===== config.mk =====
export PLATFORM = sky130hd
export DESIGN_NAME = guess_entry_ctrl
export DESIGN_NICKNAME = d
export VERILOG_FILES = /design/src/rtl/guess_entry_ctrl.sv
export SDC_FILE = /design/constraint.sdc
export NUM_CORES = 1
export LEC_CHECK = 0
export CORE_UTILIZATION = 33
export CTS_CLUSTER_SIZE = 30
export DETAILED_ROUTE_END_ITERATION = 10
export GPL_TIMING_DRIVEN = 0
export PLACE_DENSITY = 0.61
export SYNTH_ARGS = -nofsm -noshare
export SYNTH_HDL_FRONTEND = slang
export SYNTH_SLANG_ARGS = --single-unit

===== constraint.sdc =====
create_clock -name clk -period 2.7 [get_ports clk]
set_input_delay 0.27 -clock clk [delete_from_list [all_inputs] [get_ports clk]]
set_output_delay 0.27 -clock clk [all_outputs]
set_load 0.005 [all_outputs]

===== src/rtl/guess_entry_ctrl.sv =====
// guess_entry_ctrl: builds a Mastermind guess from one-cycle key pulses,
// offers it to the checker over valid/ready, then scores the turn.
// Ports:
//   clk, Reset                      clock, sync active-high reset
//   colorPulse/nextPulse/submitPulse key pulses (priority submit>next>color)
//   guessReady                      checker accepts the offered guess
//   resultValid, exactCount         score pulse for the last guess
//   guess                           slot i color at [3i+2:3i]
//   slotSel                         slot being edited
//   guessValid                      guess offered to checker
//   turn                            completed guesses
//   busy                            guess in flight (offered or scoring)
//   win, lose                       sticky end-of-game flags
module guess_entry_ctrl #(
    parameter int NUM_SLOTS  = 4,
    parameter int NUM_COLORS = 6,
    parameter int MAX_TURNS  = 10
) (
    input  logic                   clk,
    input  logic                   Reset,
    input  logic                   colorPulse,
    input  logic                   nextPulse,
    input  logic                   submitPulse,
    input  logic                   guessReady,
    input  logic                   resultValid,
    input  logic [2:0]             exactCount,
    output logic [3*NUM_SLOTS-1:0] guess,
    output logic [1:0]             slotSel,
    output logic                   guessValid,
    output logic [3:0]             turn,
    output logic                   busy,
    output logic                   win,
    output logic                   lose
);

    typedef enum logic [1:0] {
        EDIT,
        SUBMIT,
        WAIT,
        DONE
    } state_t;

    state_t state;

    logic [3*NUM_SLOTS-1:0] bumped;
    logic [1:0]             slotNext;
    logic [3:0]             turnNext;
    logic [2:0]             cur;

    // Guess with the selected slot's color advanced (wraps to 0).
    always_comb begin
        bumped = guess;
        cur    = 3'd0;
        for (int i = 0; i < NUM_SLOTS; i++) begin
            if (int'(slotSel) == i) begin
                cur = guess[3*i +: 3];
                bumped[3*i +: 3] = (cur == 3'(NUM_COLORS - 1)) ?
                                   3'd0 : cur + 3'd1;
            end
        end
    end

    assign slotNext = (slotSel == 2'(NUM_SLOTS - 1)) ? 2'd0 : slotSel + 2'd1;
    assign turnNext = turn + 4'd1;

    always_ff @(posedge clk) begin
        if (Reset) begin
            state      <= EDIT;
            guess      <= '0;
            slotSel    <= 2'd0;
            guessValid <= 1'b0;
            turn       <= 4'd0;
            busy       <= 1'b0;
            win        <= 1'b0;
            lose       <= 1'b0;
        end else begin
            unique case (state)
                EDIT: begin
                    if (submitPulse) begin
                        state      <= SUBMIT;
                        guessValid <= 1'b1;
                        busy       <= 1'b1;
                    end else if (nextPulse) begin
                        slotSel <= slotNext;
                    end else if (colorPulse) begin
                        guess <= bumped;
                    end
                end
                SUBMIT: begin
                    if (guessReady) begin
                        guessValid <= 1'b0;
                        state      <= WAIT;
                    end
                end
                WAIT: begin
                    if (resultValid) begin
                        turn <= turnNext;
                        busy <= 1'b0;
                        // exactCount above NUM_SLOTS falls through as a miss
                        if (exactCount == 3'(NUM_SLOTS)) begin
                            win   <= 1'b1;
                            state <= DONE;
                        end else if (turnNext == 4'(MAX_TURNS)) begin
                            lose  <= 1'b1;
                            state <= DONE;
                        end else begin
                            slotSel <= 2'd0;
                            state   <= EDIT;
                        end
                    end
                end
                DONE: begin
                end
            endcase
        end
    end

endmodule


==> impl_metrics.py <==
metrics = {
    "yosys": {
        "syn-mean-instance-area_um2": 8.34,
        "yosys.area.top_type_share_pct": 38.4,
        "synth_xor_area_share_pct": 4.20,
        "synth_top_family_by_area": "simple AND/OR/NAND/NOR gates",
        "synth_fa_ha_area_share_pct": 10.0,
        "syn-num-nets": 170,
        "synth_edf_count": 0,
        "yosysUniqueCellTypes": 33,
        "ys.flop_type": "dfxtp_1",
        "synthArstFlopShare_pct": 0,
        "synthCells": 150,
        "synth-simple-area-share_pct": 27.6,
        "synth_area_leaders": "dfxtp_1 (38%), ha_1 (10%), a21oi_1 (6.0%)",
        "ys_warn_count": 0,
        "synthMuxAreaShare_pct": 0.800,
        "ys_seq_elements": 24,
        "synth_top_cell_by_area": "dfxtp_1",
        "yosysSeqAreaShare_pct": 38.4,
        "synth_area_um2": 1250,
        "synth_compound_area_share_pct": 14.5,
    },
    "power_and_ir_drop": {
        "p_comb_share_pct": 24.6,
        "worst_ir_drop_vdd_v": 0.000318,
        "switchingPower_uw": 246,
        "p_leak_nw": 0.584,
        "seq_power_share_pct": 47.1,
        "p_sw_share_pct": 28.4,
        "internal_power_uw": 619,
        "clkPwrFrac_pct": 28.3,
        "p_per_area_nw_per_um2": 519,
    },
    "routing": {
        "drc_errors": 0,
        "drt-initial-drc-count": 22,
        "wire_per_inst_um": 11.4,
        "vias_per_cell": 4.86,
        "ant_nets": 0,
        "first_pass_iters": 4,
        "vias": 1127,
        "wirelength_um": 2650,
    },
    "placed_design": {
        "post-place-ws_ns": 0.717,
        "routabilityCongestion": 0.719,
        "placedCellCount": 228,
        "port_buffers": 30,
        "hpwl_um": 2010,
    },
    "floorplanning": {
        "io_pins": 32,
        "dieWidth_um": 63.6,
        "core.rowCount": 22,
        "die_h_um": 63.6,
        "start_util_pct": 34.2,
        "dieArea_um2": 4040,
        "coreArea_um2": 3660,
    },
    "timing": {
        "tns_ns": 0,
        "worst_pin_slew_ns": 0.520,
        "hold_slack_ns": 0.453,
        "grt_setup_unrepaired": "false",
        "fin_worst_skew_ns": 0.00854,
        "period_share_pct": 67.2,
        "drv_slew": 0,
        "slew_headroom_pct": 65.4,
        "postLayoutSetupSlackWorst_ns": 0.886,
        "fin_crit_ns": 1.81,
        "fmax_mhz": 551,
        "hold_viol_final": 0,
        "setup_viol": 0,
    },
    "worst_setup_path": {
        "required_ns": 2.89,
        "worst-setup-path-type": "flip-flop to flip-flop",
        "rrSetupSlack_ns": 0.89,
        "start_kind": "flip-flop",
        "worstPathMaxFanout": 8,
        "cp-end-kind": "flip-flop",
        "cp.arrival_ns": 2.01,
    },
    "finish": {
        "multiInputGateArea_um2": 714,
        "diodes": 0,
        "instances_no_fill": 232,
        "nNetsFinal": 205,
        "drive_gt1_share_pct": 4.35,
        "fill_cells": 363,
        "register_area_um2": 480,
        "area_delta_synth_final_pct": 33.2,
    },
    "grt": {
        "grt_max_degree": 14,
        "grt_first_pass_wirelength_um": 4690,
        "gr-total-overflow": 0,
        "grt_pass1_vias": 1081,
        "grtUsageTotal_pct": 14.4,
        "grt_antenna_before_repair": 0,
    },
    "clocking": {
        "clockBufferDepth": 2,
        "cts_resized": 0,
        "insertion_delay_ns": 0.27,
        "post_cts_buffers": 0,
        "cts_made_buffers": 3,
        "clockRootBuffer": "clkbuf_8",
        "cts.sinks": 24,
        "cts_hold_buffers": 0,
        "cts_tree": "built",
        "clkTransAtPathRegs_ns": 0.09,
        "htree_levels": 1,
    },
    "flow_run": {
        "max_cap_violations": 0,
    },
    "run_status": {
        "run_status": "completed",
    },
    "worst_hold_path": {
        "hold_path_class": "primary input to flip-flop",
    },
}
[worst paths after layout]
check / start / to / cells after the start
max: state[1] / guess[8] / 7
min: Reset / lose / 2
min reg2reg: lose / lose / 2
max reg2reg: state[1] / guess[8] / 7
[per-layer routing]
layer	track usage [%]	routed length, µm
met4	5.11	12
met5	0	0
met2	25.8	1250
met1	16.7	1240
met3	2.90	146
[cells in the final DEF, fill, tap and decap left out, types with 2 or more instances in the layout]
cell type / synthesis / final
clkbuf_1: 4 / 4
nand3_1: 7 / 7
clkbuf_8: 0 / 4
and4bb_2: 2 / 2
dfxtp_1: 24 / 24
or3b_1: 4 / 4
inv_1: 8 / 8
nand2_1: 20 / 20
clkdlybuf4s50_1: 0 / 30
xor2_1: 5 / 5
nand2b_1: 3 / 3
or3_1: 5 / 5
a31oi_1: 2 / 2
a211oi_1: 3 / 3
a21oi_1: 15 / 15
nor2_1: 15 / 15
o21ai_0: 4 / 4
nor2b_1: 2 / 2
and2_1: 2 / 2
ha_1: 10 / 10
[cell usage after synthesis, types with 3 or more instances]
| master | count |
|---|---|
| clkbuf_1 | 4 |
| nor2_1 | 15 |
| or3_1 | 5 |
| ha_1 | 10 |
| nand2b_1 | 3 |
| o21ai_0 | 4 |
| xor2_1 | 5 |
| nand2_1 | 20 |
| a211oi_1 | 3 |
| a21oi_1 | 15 |
| nand3_1 | 7 |
| or3b_1 | 4 |
| inv_1 | 8 |
| dfxtp_1 | 24 |
[layout make-up]
| cell class | count | area share, % |
|---|---|---|
| multi-input combinational | 113 | 42.9 |
| sequential | 24 | 28.8 |
| timing repair buffer | 30 | 18.0 |
| tap | 48 | 3.60 |
| clock buffer | 4 | 3.30 |
| inverter | 8 | 1.80 |
| buffer | 5 | 1.58 |
[registers in the layout, indices dropped and copies added (netlist names)]
signal / cells
guessValid: 1
win: 1
lose: 1
busy: 1
guess: 12
turn: 4
state: 2
slotSel: 2
[cells by family (layout without fill, tap and decap cells)]
family / after synthesis / after routing
xor+xnor: 6 / 6
buf+inv: 13 / 47
simple gates: 66 / 66
fa+ha+maj: 10 / 10
compound gates: 30 / 30
mux: 1 / 1
flops: 24 / 24
[power groups by stage]
stage / clock network, mW / logic (mW) / registers, mW
2_1_floorplan: 0 / 0.130 / 0.413
3_3_place_gp: 0 / 0.207 / 0.416
3_5_place_dp: 0 / 0.212 / 0.417
4_1_cts: 0.253 / 0.213 / 0.409
5_1_grt: 0.270 / 0.241 / 0.413
6_report: 0.245 / 0.213 / 0.407
[critical path, stage by stage, from the launching register on]
cell and delay [ns]:
dfxtp_1 0.34, inv_1 0.10, ha_1 0.27, and4bb_2 0.26
buf_6 0.12, nand3_1 0.12, or3b_1 0.39, a21oi_1 0.14
[metrics by stage]
step / power (mW) / utilization (%) / cell area [µm²]
after floorplan: 0.544 / - / 1250
after global placement: 0.622 / 44.0 / 1610
after detailed placement: 0.629 / 44.0 / 1610
after CTS: 0.875 / 45.5 / 1670
after global routing: 0.924 / 45.5 / 1670
final: 0.865 / 45.5 / 1670
Note: power is estimated with default switching activity, not from simulation.
